File: src/rtl/ifu_imem_bridge.sv
// ifu_imem_bridge: memory-side responder for the fetch stage.
//   Watches pc, returns instr with a one-cycle instr_valid pulse. Reads 64-bit
//   doublewords over a req/gnt/rvalid port and keeps one doubleword buffered so
//   the other half of that doubleword is served without a memory access.
//   Misaligned fetches and memory timeouts return ERR_INSTR and set the sticky
//   fetch_err flag.
// Ports:
//   clk, rstn          clock, synchronous active-low reset
//   pc                 fetch address, stable until instr_valid
//   instr, instr_valid fetched instruction and its one-cycle strobe
//   inv                buffer invalidate (fence.i / store to text)
//   mem_req, mem_addr  read request (held until mem_gnt), doubleword address
//   mem_gnt            request accepted this cycle
//   mem_rdata, mem_rvalid  read data return
//   fetch_err          sticky error flag, cleared only by reset
module ifu_imem_bridge #(
   parameter int unsigned TIMEOUT   = 256,
   parameter logic [31:0] ERR_INSTR = 32'h00100073
) (
   input  logic        clk,
   input  logic        rstn,
   input  logic [63:0] pc,
   output logic [31:0] instr,
   output logic        instr_valid,
   input  logic        inv,
   output logic        mem_req,
   output logic [63:0] mem_addr,
   input  logic        mem_gnt,
   input  logic [63:0] mem_rdata,
   input  logic        mem_rvalid,
   output logic        fetch_err
);

   localparam int unsigned CntW = (TIMEOUT > 0) ? $clog2(TIMEOUT + 1) : 1;
   localparam logic [CntW-1:0] CntLast = (TIMEOUT > 0) ? CntW'(TIMEOUT - 1) : '0;

   typedef enum logic [1:0] {StIdle, StReq, StWait, StResp} state_e;

   state_e          state_q, state_d;
   logic [31:0]     instr_q, instr_d;
   logic            fetch_err_q, fetch_err_d;
   logic            buf_valid_q, buf_valid_d;
   logic [60:0]     buf_tag_q, buf_tag_d;
   logic [63:0]     buf_data_q, buf_data_d;
   logic [CntW-1:0] cnt_q, cnt_d;

   // pc[2] picks the upper or lower instruction of a doubleword.
   function automatic logic [31:0] sel_word(input logic [63:0] dw, input logic hi);
      return hi ? dw[63:32] : dw[31:0];
   endfunction

   always_comb begin
      state_d     = state_q;
      instr_d     = instr_q;
      fetch_err_d = fetch_err_q;
      buf_valid_d = buf_valid_q;
      buf_tag_d   = buf_tag_q;
      buf_data_d  = buf_data_q;
      cnt_d       = cnt_q;
      mem_req     = 1'b0;
      mem_addr    = '0;

      if (inv) begin
         buf_valid_d = 1'b0;
      end

      unique case (state_q)
         StIdle: begin
            if (pc[1:0] != 2'b00) begin
               instr_d     = ERR_INSTR;
               fetch_err_d = 1'b1;
               state_d     = StResp;
            end else if (buf_valid_q && (pc[63:3] == buf_tag_q) && !inv) begin
               instr_d = sel_word(buf_data_q, pc[2]);
               state_d = StResp;
            end else begin
               state_d = StReq;
            end
         end
         StReq: begin
            mem_req  = 1'b1;
            mem_addr = {pc[63:3], 3'b000};
            if (mem_gnt) begin
               state_d = StWait;
               cnt_d   = '0;
            end
         end
         StWait: begin
            cnt_d = cnt_q + 1'b1;
            // Data arriving on the last allowed cycle beats the timeout.
            if (mem_rvalid) begin
               buf_data_d  = mem_rdata;
               buf_tag_d   = pc[63:3];
               buf_valid_d = !inv;
               instr_d     = sel_word(mem_rdata, pc[2]);
               state_d     = StResp;
            end else if ((TIMEOUT != 0) && (cnt_q == CntLast)) begin
               instr_d     = ERR_INSTR;
               fetch_err_d = 1'b1;
               state_d     = StResp;
            end
         end
         StResp: begin
            state_d = StIdle;
         end
         default: begin
            state_d = StIdle;
         end
      endcase
   end

   always_ff @(posedge clk) begin
      if (!rstn) begin
         state_q     <= StIdle;
         instr_q     <= '0;
         fetch_err_q <= 1'b0;
         buf_valid_q <= 1'b0;
         buf_tag_q   <= '0;
         buf_data_q  <= '0;
         cnt_q       <= '0;
      end else begin
         state_q     <= state_d;
         instr_q     <= instr_d;
         fetch_err_q <= fetch_err_d;
         buf_valid_q <= buf_valid_d;
         buf_tag_q   <= buf_tag_d;
         buf_data_q  <= buf_data_d;
         cnt_q       <= cnt_d;
      end
   end

   assign instr       = instr_q;
   assign instr_valid = (state_q == StResp);
   assign fetch_err   = fetch_err_q;

endmodule

File: config.mk
export PLATFORM = sky130hd
export DESIGN_NAME = ifu_imem_bridge
export DESIGN_NICKNAME = d
export VERILOG_FILES = /design/src/rtl/ifu_imem_bridge.sv
export SDC_FILE = /design/constraint.sdc
export NUM_CORES = 1
export LEC_CHECK = 0
export ABC_AREA = 1
export CAP_MARGIN = 0
export CORE_MARGIN = 4
export CORE_UTILIZATION = 53
export CTS_BUF_LIST = sky130_fd_sc_hd__clkbuf_4 sky130_fd_sc_hd__clkbuf_8 sky130_fd_sc_hd__clkbuf_16
export DETAILED_ROUTE_END_ITERATION = 7
export GPL_ROUTABILITY_DRIVEN = 0
export PLACE_DENSITY = 0.95
export SYNTH_ARGS = -nofsm -noshare
export SYNTH_HDL_FRONTEND = slang
export SYNTH_SLANG_ARGS = --single-unit
File: constraint.sdc
create_clock -name clk -period 3 [get_ports clk]
set_input_delay 0.3 -clock clk [delete_from_list [all_inputs] [get_ports clk]]
set_output_delay 0.3 -clock clk [all_outputs]
set_load 0.005 [all_outputs]
==> run metrics <==
R2R Setup Slk=around 0.71 ns; clk_skew=between 0.01 and 0.015 ns; DR WL/cell=13.1 um; initial antenna violation count=0; clk_lat worst skew=0.43 ns; CP dominant cell by count=inv_1; Peak supply drop=slightly below 0.0005 V; DRC=0; clock tree buffer depth=2; Routed WL=roughly 24000 um; RSZ-0062 raised after global routing=false; r2r startpoint=state_q[0]$_SDFFE_PN0P_; Crit Path Category=flip-flop to output pin; Hold Path Stages=3; Yosys top cell by area=dfxtp_1; fin crit period=between 2 and 3 ns; Slew Limit Fails=0; worst slew pin tran=0.890 ns; Die W=138 um; post-route design area=0.0119 mm2; routed vias/inst=5.14; via count=~9500; Num CTS Buffers=17; GR Util All Layers=25.2%; FP Rows=47; die height=138 um; Final ANT Viol Nets=0; final worst slack=around 0.46 ns; WP data required=2.70 ns; R2R depth=9; crit path from=state_q[1]$_SDFFE_PN0P_; Worst Hold Class=primary input to flip-flop; Pwr Density=796 mW/mm2; final core occ=between 70% and 80%; CTS tree=built; status=completed; area growth from synthesis to layout=33.2%; synth top area cells=dfxtp_1 38%, nand2_1 13%, o21ai_0 11%, inv_1 9.7%, nor2_1 9.3%; post-route insts no fill=1848; Worst EP arrival=2.24 ns; slowest cell on the critical path=clkdlybuf4s50_1; hold-fix buffers at CTS=0; layout cells sized above 1=between 3 and 4%; DR iter-0 viols=889; grt ovf=0; Antenna diodes=0; number of cells after detailed placement=1816; setup TNS=0 ns; Syn Inst Count=1441; type of origin of the critical path=flip-flop; Tcrit/Tclk final=84.5%; Buffers on Ports=228; fmax=around 390 MHz; CP endpoint kind=output pin; CP max stage delay=0.50 ns; Post-DP Area=0.0112 mm2; die area=~0.019 mm2; largest net degree at the start of global routing=~210; Avg Cell Area, Syn=6.19 um2; Netlist cell types=31; crit-path cells=inv_1 -> ha_2 -> buf_12 -> nand2_1 -> inv_1 -> clkdlybuf4s50_1; post-cts gate resize count=0; post-CTS repair timing setup buffer count=0; first-pass GRT wire length=39400 um; Setup Viol. Count Final=0; pre-CTS setup slack=0.564 ns; HPWL Detailed=between 15000 and 20000 um; number of global-route vias before repair=8683; part of the Yosys area used for sequential elements=38.2%; leakage=about 0.0053 uW; Worst slew margin=40.7%; Clock Tree Root=clkbuf_16; yosys warns=0; CTS Sinks=between 150 and 200; Max-cap violations=0; clock-pin slew on the worst setup and hold paths=0.07 ns; register bit total from synthesis=170; H-tree depth=4; Final Hold Fails=0; top-area cell type share of the netlist area=38.2%; Initial Util=53.9%; critical path endpoint=mem_addr[56]; Final #Nets=roughly 1800; Core Area=0.0165 mm2; drt pass-1 iters=8; largest fanout on the critical path=36; cell area after synthesis=0.00891 mm2; RR Endpoint=instr[5]$_SDFFE_PN0P_; IO Count=232
==> layout make-up <==
class	instances	area (um2)
clock buffer	17	425
clock inverter	15	205
fill	1276	4650
inverter	232	871
multi-input combinational	954	4260
sequential	170	3400
tap	220	275
timing repair buffer	240	2440
==> power breakdown <==
group,total [uW],internal (uW),leakage [uW],switching (uW)
registers,3200,2880,0.00139,320
clock network,2310,1280,0.000305,1030
logic,3940,1860,0.00361,2080
total,9450,6020,0.00531,3420
==> placed cells by master, fill, tap and decap left out, drive strengths merged <==
master / count
buf: 14
xnor2: 2
xor2: 4
clkinv: 5
bufinv: 2
dfxtp: 170
clkdlybuf4s50: 226
o21ai: 216
o221ai: 12
o22ai: 1
a21oi: 116
clkbuf: 17
nand3: 35
a211oi: 2
clkinvlp: 1
and2: 6
nor2: 222
inv: 239
nor3: 4
nor3b: 1
conb: 3
or2: 3
ha: 6
nand2: 321
==> Yosys cell counts, drive strengths merged <==
cell,instances
a211oi,2
a21oi,116
and2,6
buf,42
clkbuf,45
conb,1
dfxtp,170
ha,6
inv,232
nand2,321
nand3,35
nor2,222
nor3,4
nor3b,1
o21ai,216
o221ai,12
o22ai,1
or2,3
xnor2,2
xor2,4
==> flip-flops by register name, indices dropped and copies added, names as in the netlist <==
register	flops
buf_data_q	64
buf_tag_q	61
buf_valid_q	1
cnt_q	9
fetch_err	1
instr	32
state_q	2
==> critical path, delay by kind of cell (launching register included) <==
family / cells / cell delay, ns
buffers and inverters: 4 / 0.90
adder cells (fa/ha/maj): 1 / 0.45
AND/OR/NAND/NOR: 1 / 0.09
flip-flops: 1 / 0.34
==> worst min path at each step <==
stage	startpoint	endpoint	slack, ns
CTS	rstn	instr[22]$_SDFFE_PN0P_	0.30
global placement	buf_data_q[30]$_SDFFE_PN0P_	buf_data_q[30]$_SDFFE_PN0P_	0.43
floorplan	inv	buf_valid_q$_SDFF_PN0_	0.37
global route	rstn	instr[22]$_SDFFE_PN0P_	0.33
finish	rstn	instr[26]$_SDFFE_PN0P_	0.33
detailed placement	buf_data_q[14]$_SDFFE_PN0P_	buf_data_q[14]$_SDFFE_PN0P_	0.44
==> through the flow <==
stage,hold slack [ns],power (uW)
final,0.330,9450
after detailed placement,0.440,7150
after global routing,0.333,10100
after floorplan,0.372,5480
after global placement,0.434,6980
after CTS,0.301,9470
==> cell families (layout without fill, tap and decap cells) <==
family	after synthesis	in the layout	synth area share, %
buffers and inverters	319	504	14.3
AND/OR/NAND/NOR	592	592	25.9
other	1	3	0.0421
flip-flops	170	170	38.2
AO/OA/AOI/OAI	347	347	20.1
adder cells (fa/ha/maj)	6	6	0.842
XOR/XNOR	6	6	0.590
==> metal layers <==
| layer | vias up | share of wire (%) | global-route usage [%] |
|---|---|---|---|
| li1 | 4807 | - | - |
| met1 | 4267 | 42 | 31.7 |
| met2 | 364 | 49 | 43.1 |
| met3 | 59 | 5.7 | 3.76 |
| met4 | 0 | 3.0 | 10.4 |
| met5 | - | 0 | 0 |
Note: power is estimated with default switching activity, not from simulation.
